<file path="config.mk">
export PLATFORM = sky130hd
export DESIGN_NAME = instr_fetch_unit
export DESIGN_NICKNAME = d
export VERILOG_FILES = /design/src/rtl/cpu_pkg.sv /design/src/rtl/fetch_pc_reg.sv /design/src/rtl/instr_fetch_unit.sv
export SDC_FILE = /design/constraint.sdc
export NUM_CORES = 1
export LEC_CHECK = 0
export CAP_MARGIN = 20
export CORE_MARGIN = 4
export CORE_UTILIZATION = 40
export DETAILED_ROUTE_END_ITERATION = 12
export PLACE_DENSITY = 0.73
export SLEW_MARGIN = 20
export SYNTH_ARGS = -nofsm -noshare
export SYNTH_HDL_FRONTEND = slang
export SYNTH_SLANG_ARGS = --single-unit
export TNS_END_PERCENT = 5
</file>
<file path="constraint.sdc">
create_clock -name clk -period 3.5 [get_ports clk]
set_input_delay 1.05 -clock clk [delete_from_list [all_inputs] [get_ports clk]]
set_output_delay 1.05 -clock clk [all_outputs]
set_load 0.03 [all_outputs]
</file>
<file path="src/rtl/cpu_pkg.sv">
// Shared types and constants for the instruction fetch path: FSM states,
// default reset vector / PC step, and instruction field bit positions.
package cpu_pkg;

    typedef enum logic [1:0] {
        IDLE  = 2'd0,
        FETCH = 2'd1,
        ISSUE = 2'd2,
        DROP  = 2'd3
    } fetch_state_e;

    localparam logic [31:0] DEFAULT_RESET_VECTOR = 32'h0000_0000;
    localparam int unsigned DEFAULT_PC_STEP      = 4;

    localparam int OP_MSB   = 31;
    localparam int OP_LSB   = 26;
    localparam int FUNC_MSB = 5;
    localparam int FUNC_LSB = 0;
    localparam int IMM_MSB  = 15;
    localparam int IMM_LSB  = 0;

    // Instructions are word aligned, so the low two address bits are dropped.
    function automatic logic [31:0] word_align(input logic [31:0] addr);
        return addr & ~32'h3;
    endfunction

endpackage

</file>
<file path="src/rtl/fetch_pc_reg.sv">
// Program counter register with sequential adder; a redirect load has
// priority over a sequential advance.
module fetch_pc_reg #(
    parameter logic [31:0] RESET_VECTOR = cpu_pkg::DEFAULT_RESET_VECTOR,
    parameter int unsigned PC_STEP      = cpu_pkg::DEFAULT_PC_STEP
) (
    input  logic        clk,
    input  logic        rst_n,
    input  logic        load,
    input  logic [31:0] target,
    input  logic        advance,
    output logic [31:0] pc,
    output logic [31:0] pc_seq
);

    // 32-bit add wraps naturally modulo 2^32.
    assign pc_seq = pc + 32'(PC_STEP);

    // NOTE: sequential state uses non-blocking assignments so every register
    // samples pre-edge values regardless of process ordering.
    always_ff @(posedge clk or negedge rst_n) begin
        if (!rst_n) begin
            pc <= RESET_VECTOR;
        end else if (load) begin
            pc <= target;
        end else if (advance) begin
            pc <= pc_seq;
        end
    end

endmodule

</file>
<file path="src/rtl/instr_fetch_unit.sv">
// Instruction fetch unit: requests words from instruction memory, holds the
// current instruction for the control unit, and handles branch redirects.
module instr_fetch_unit #(
    parameter logic [31:0] RESET_VECTOR = cpu_pkg::DEFAULT_RESET_VECTOR,
    parameter int unsigned PC_STEP      = cpu_pkg::DEFAULT_PC_STEP
) (
    input  logic        clk,
    input  logic        rst_n,
    output logic        imem_req,
    output logic [31:0] imem_addr,
    input  logic        imem_ack,
    input  logic [31:0] imem_rdata,
    input  logic        pc_we,
    input  logic        branch_taken,
    input  logic [31:0] branch_target,
    output logic [5:0]  op_code,
    output logic [5:0]  func_code,
    output logic [15:0] imm,
    output logic        instr_valid,
    output logic [31:0] pc_out
);

    import cpu_pkg::*;

    fetch_state_e state, next_state;
    logic [31:0]  pc, pc_seq, target, fetch_addr, fa_next, ir;
    logic         pc_load, pc_adv, fa_load, ir_load, valid_set, valid_clr;
    logic         unused_ir_bits;

    assign target = word_align(branch_target);

    fetch_pc_reg #(
        .RESET_VECTOR (RESET_VECTOR),
        .PC_STEP      (PC_STEP)
    ) u_pc (
        .clk     (clk),
        .rst_n   (rst_n),
        .load    (pc_load),
        .target  (target),
        .advance (pc_adv),
        .pc      (pc),
        .pc_seq  (pc_seq)
    );

    always_ff @(posedge clk or negedge rst_n) begin
        if (!rst_n) state <= IDLE;
        else        state <= next_state;
    end

    // NOTE: every combinational output gets a default before the case so no
    // path leaves it unassigned and no latch is inferred.
    always_comb begin
        next_state = state;
        unique case (state)
            IDLE:  next_state = FETCH;
            FETCH: begin
                if (branch_taken && !imem_ack)      next_state = DROP;
                else if (!branch_taken && imem_ack) next_state = ISSUE;
            end
            DROP:  if (imem_ack) next_state = FETCH;
            ISSUE: if (branch_taken || pc_we) next_state = FETCH;
            default: next_state = IDLE;
        endcase
    end

    always_comb begin
        imem_req  = 1'b0;
        pc_load   = 1'b0;
        pc_adv    = 1'b0;
        fa_load   = 1'b0;
        fa_next   = pc;
        ir_load   = 1'b0;
        valid_set = 1'b0;
        valid_clr = 1'b0;
        unique case (state)
            IDLE: fa_load = 1'b1;
            FETCH: begin
                imem_req = 1'b1;
                if (branch_taken) begin
                    pc_load = 1'b1;
                    fa_load = imem_ack;
                    fa_next = target;
                end else if (imem_ack) begin
                    ir_load   = 1'b1;
                    valid_set = 1'b1;
                end
            end
            DROP: begin
                // A redirect landing with the ack must refetch from the new target.
                imem_req = 1'b1;
                pc_load  = branch_taken;
                fa_load  = imem_ack;
                fa_next  = branch_taken ? target : pc;
            end
            ISSUE: begin
                if (branch_taken) begin
                    pc_load   = 1'b1;
                    valid_clr = 1'b1;
                    fa_load   = 1'b1;
                    fa_next   = target;
                end else if (pc_we) begin
                    pc_adv    = 1'b1;
                    valid_clr = 1'b1;
                    fa_load   = 1'b1;
                    fa_next   = pc_seq;
                end
            end
            default: ;
        endcase
    end

    always_ff @(posedge clk or negedge rst_n) begin
        if (!rst_n) begin
            fetch_addr  <= RESET_VECTOR;
            ir          <= '0;
            instr_valid <= 1'b0;
        end else begin
            if (fa_load)   fetch_addr  <= fa_next;
            if (ir_load)   ir          <= imem_rdata;
            if (valid_set) instr_valid <= 1'b1;
            else if (valid_clr) instr_valid <= 1'b0;
        end
    end

    assign imem_addr = fetch_addr;
    assign pc_out    = pc;
    assign op_code   = instr_valid ? ir[OP_MSB:OP_LSB]     : '0;
    assign func_code = instr_valid ? ir[FUNC_MSB:FUNC_LSB] : '0;
    assign imm       = instr_valid ? ir[IMM_MSB:IMM_LSB]   : '0;

    assign unused_ir_bits = ^ir[OP_LSB-1:IMM_MSB+1];

endmodule

</file>
Yosys cells after proc, flatten, opt, wreduce, memory -nomap -nowiden
Index checks and enable logic that the tools add are counted.
- bits in registers: 99
- input port bits: 69
- output and inout bits: 94
- word-level logic and storage cells: 52
- add/sub/neg operators: 1
- eq/ne operators: 6
- multiplexer cells: 29
- reductions and logical operators: 11
- operator list (cell ; count):
    $mux 32 ; 5
    $pmux 32 s2 ; 1
    $add 32x3->32 const B ; 1
    $mux 16 ; 1
    $mux 1 ; 13
    $mux 6 ; 2
    $mux 2 ; 4
    $pmux 2 s4 ; 1
    $eq 2x2->1 const B ; 2
    $ne 2x2->1 const B ; 2
    $pmux 1 s4 ; 1
    $reduce_bool 2->1 ; 2
    $reduce_or 2->1 ; 2
    $ne 3x3->1 const B ; 1
    $reduce_and 3->1 ; 1
    $eq 2x1->1 const B ; 1
    $logic_and 1x1->1 ; 2
    $logic_not 1->1 ; 2
    $logic_not 2->1 ; 1
    $pmux 1 s2 ; 1
    $logic_or 1x1->1 ; 1

Logic depth before layout (Yosys ltp)
- word-level depth: 5
- mapped depth: 8
- depth with buffers taken out: 6

Hierarchy
Synthesis repeated with hierarchy kept, for this count alone.
- cell total of the unflattened synthesis: 624
- area total of the unflattened synthesis: 6137.1 um2
- by module, submodules not included (module ; instances ; cells an instance ; area each (um2) ; seq. area each (um2)):
    instr_fetch_unit ; 1 ; 335 ; 3763.6 ; 1426.4
    fetch_pc_reg ; 1 ; 289 ; 2373.5 ; 800.8

Worst setup path before layout
Ideal clock, no wire load.
- kind: in2reg
- start point: in branch_taken
- end point: reg fetch_addr[24], in the netlist imem_addr[24]
- setup time: 0.125 ns
- arrival time: 2.405 ns
- required time: 3.375 ns
- path slack: 0.971 ns
- cell stages on the path: 6
- buffers on the path: 1
- cell sequence: buf_2 nand4bb_4 or3_1 o311ai_1 o311ai_1 mux2_2
- word-level cells in the longest chain between the ends: 2
- elaborated cells between the ends (all ways): 6
- classes of those cells: mux (6)
- ends and longest elaborated chain (element ; line ; text):
    start, declared ; instr_fetch_unit.sv:14 ; input logic branch_taken,
    $mux 1 (tied with other cells) ; instr_fetch_unit.sv:96 ; if (branch_taken) begin
    $pmux 1 s4 or $pmux 32 s2 (tied branches) ; instr_fetch_unit.sv:75 ; unique case (state)
    end signal, assigned ; instr_fetch_unit.sv:118 ; if (fa_load) fetch_addr <= fa_next;
    end, declared ; instr_fetch_unit.sv:26 ; logic [31:0] pc, pc_seq, target, fetch_addr, fa_next, ir;
Several ways; a longest one is shown, not always the timed one.
A chain may end at the register's enable or synchronous reset.

Worst setup path after layout
- start point: reg instr_valid
- end point: out imm[0]
- word-level cells in the longest chain between the ends: 1
- ends and longest elaborated chain (element ; line ; text):
    start, declared ; instr_fetch_unit.sv:19 ; output logic instr_valid,
    start signal, assigned ; instr_fetch_unit.sv:116 ; instr_valid <= 1'b0;
    start signal, assigned ; instr_fetch_unit.sv:120 ; if (valid_set) instr_valid <= 1'b1;
    start signal, assigned ; instr_fetch_unit.sv:121 ; else if (valid_clr) instr_valid <= 1'b0;
    $mux 16 ; instr_fetch_unit.sv:129 ; assign imm = instr_valid ? ir[IMM_MSB:IMM_LSB] : '0;
    end, declared ; instr_fetch_unit.sv:18 ; output logic [15:0] imm,
No other way between the ends.

==> summary.md <==
| Metric | Value |
|---|---|
| Buffer count from post-CTS setup fixing | `0` |
| Finished Layout Cells | `716` |
| Data arrival, critical path | `1990 ps` |
| Die X | `113.8 um` |
| Flops & latches, synth | `86` |
| Die span in y | `113.8 um` |
| Syn. warnings | `0` |
| Startpoint types | `flop` |
| Worst VDD drop | `0.0005194 V` |
| Setup Crit Path Kind | `flop to primary output` |
| Final Critical Period | `3040 ps` |
| Critical Path RT | `2450 ps` |
| Max Freq | `0.3289 GHz` |
| Vias in the first global route | `4049` |
| CTS clk-pin slew, worst paths | `90 ps` |
| Tot GR Track Use | `20.09%` |
| Max clock buf depth | `2` |
| Fin crit share | `86.87%` |
| Post-Route WL | `12880 um` |
| Ys async rst share | `100.0%` |
| Max-capacitance violation count | `0` |
| Worst slew margin | `36.36%` |
| Unrepaired setup endpoints after global routing | `false` |
| Io pins | `163` |
| Root Buffer Master | `clkbuf_8` |
| Largest net degree at the start of global routing | `87` |
| CTS Sinks | `86` |
| Post-synth EDFFs | `0` |
| CTS H-tree lvls | `3` |
| Post-Syn Area | `4474 sq um` |
| Ys flop type | `dfrtp_1` |
| Sequential area share after synthesis | `48.10%` |
| Final hold vios | `0` |
| Design Power | `0.005801 W` |
| Drt drc | `0` |
| Area after DPL | `6025 sq um` |
| Worst Setup Slack, final | `459.7 ps` |
| TNS Setup | `0 ps` |
| First-pass GRT wire length | `20790 um` |
| Post-route cell area | `6242 sq um` |
| TritonCTS clock tree | `built` |
| Total gr overflow | `0` |
| Crit. End Element | `primary output` |
| Share of layout cells above drive strength 1 | `13.02%` |
| Power per cell area | `929.4 nW/um^2` |
| Iter 0 DRT Violations | `256` |
| Dpl ws | `279.1 ps` |
| Post-CTS sizing | `0` |
| DP Wirelength | `9323 um` |
| Cts hold-fix bufs | `0` |
| Final net count | `644` |
| Vias | `4002` |
| Post-Synthesis Cells | `437` |
| Setup-failing EPs final | `0` |
| Port bufs | `148` |
| Starting Density | `41.09%` |
| First drt pass iteration count | `6` |
| Fin. max-slew vios | `0` |
| Type of the worst min-delay path | `flop to flop` |
| FF-to-FF setup slack | `1100 ps` |
| Vias per cell | `5.589` |
| Status | `complete, no violations` |
| Library cells used by synthesis | `56` |
| Die area | `12940 sq um` |
| Syn_area_per_cell | `10.24 sq um` |
| Area grow syn2layout | `39.51%` |
| Initial antenna violation count | `0` |
| CORE AREA | `10890 sq um` |
| Most frequent cells in the layout | `clkdlybuf4s50_1 (147), dfrtp_1 (86), mux2_2 (40), nand2_1 (40), nor2_1 (31)` |
| CP max FO | `25` |
| Worst-margin pin slew | `948.3 ps` |
| Most common cell after layout, fill and taps aside | `clkdlybuf4s50_1` |
| Placed insts | `700` |
| Row cnt | `38` |
| Clk_skew | `14.44 ps` |
| Worst skew pair latency | `360 ps` |
| N_diodes | `0` |
| RD Place Congestion | `0.8857` |
| P_leak | `2.522 nW` |
| Routed Antenna Nets | `0` |
| TritonCTS Buffers | `9` |
| Filler cell count | `970` |
| Drt wl/cell | `17.98 um` |
[cell usage after synthesis (all sizes together) (9+ instances only)]
library cell | number | area share, %
nor3 | 14 | 1.6
inv | 12 | 1.0
nand2 | 40 | 3.4
mux2 | 43 | 11
dfrtp | 86 | 48
o21ai | 14 | 1.6
nor2 | 31 | 2.6
clkbuf | 11 | 0.92
nand3 | 22 | 2.5
nand4 | 16 | 2.5
nor4 | 9 | 1.9
buf | 25 | 3.5
and2 | 24 | 3.4
[metrics by stage]
step / hold WS [ps] / util (%)
4_1_cts: 495.1 / 57.30
6_report: 497.6 / 57.33
2_1_floorplan: 471.2 / -
3_3_place_gp: 463.6 / 55.33
3_5_place_dp: 471.4 / 55.33
5_1_grt: 516.0 / 57.33
[sequential cells by signal, summed over array words and instances, names as in the netlist]
name and count:
ir 22, imem_addr 31, state 2, u_pc.pc 30, instr_valid 1
[power by group]
group	internal, W	switching [W]	total, W
registers	0.00141	0.000407	0.00182
clock network	0.000401	0.000360	0.000761
logic	0.00142	0.00180	0.00322
[path summary, 6_finish.rpt]
kind                            endpoint          start  cells after the start
setup / recovery                  imm[0]    instr_valid                      2
hold / removal             imem_addr[19]  imem_addr[19]                      2
setup reg to reg           imem_addr[29]     u_pc.pc[4]                      5
hold reg to reg            imem_addr[19]  imem_addr[19]                      2
max in group asynchronous    u_pc.pc[12]          rst_n                      1
min in group asynchronous         ir[13]          rst_n                      1
[worst max-delay path: stages, from the launching register on]
cell and delay, ps:
dfrtp_1 720, and2_1 240, clkdlybuf4s50_1 680
[metal layers]
metal,wire [um],track usage [%],up-vias
met2,5830,31.45,189
met5,0,0,-
met3,1149,6.313,8
li1,-,-,1857
met1,5799,27.18,1948
met4,97,5.128,0
[final cells by class]
class                           count  area [sq um]  share of cell area, %
Clock buffer                       10         127.6                  2.044
Clock inverter                      6         86.33                  1.383
Inverter                           12         45.04                 0.7216
Multi-Input combinational cell    304          2098                  33.61
Sequential cell                    86          2152                  34.48
Tap cell                          140         175.2                  2.806
Timing Repair Buffer              158          1558                  24.95
[logic make-up (layout without fill, tap and decap cells)]
| kind of cell | Yosys count | count (layout) | share of synthesized area, % |
|---|---|---|---|
| xor+xnor | 1 | 1 | 0.1958 |
| compound gates | 75 | 75 | 12.33 |
| simple gates | 179 | 179 | 21.92 |
| other cells | 1 | 2 | 0.08381 |
| fa+ha+maj | 4 | 4 | 1.119 |
| mux | 43 | 43 | 10.82 |
| flops | 86 | 86 | 48.10 |
| buf+inv | 48 | 186 | 5.425 |
No activity file was read; power rests on OpenSTA's default activity.
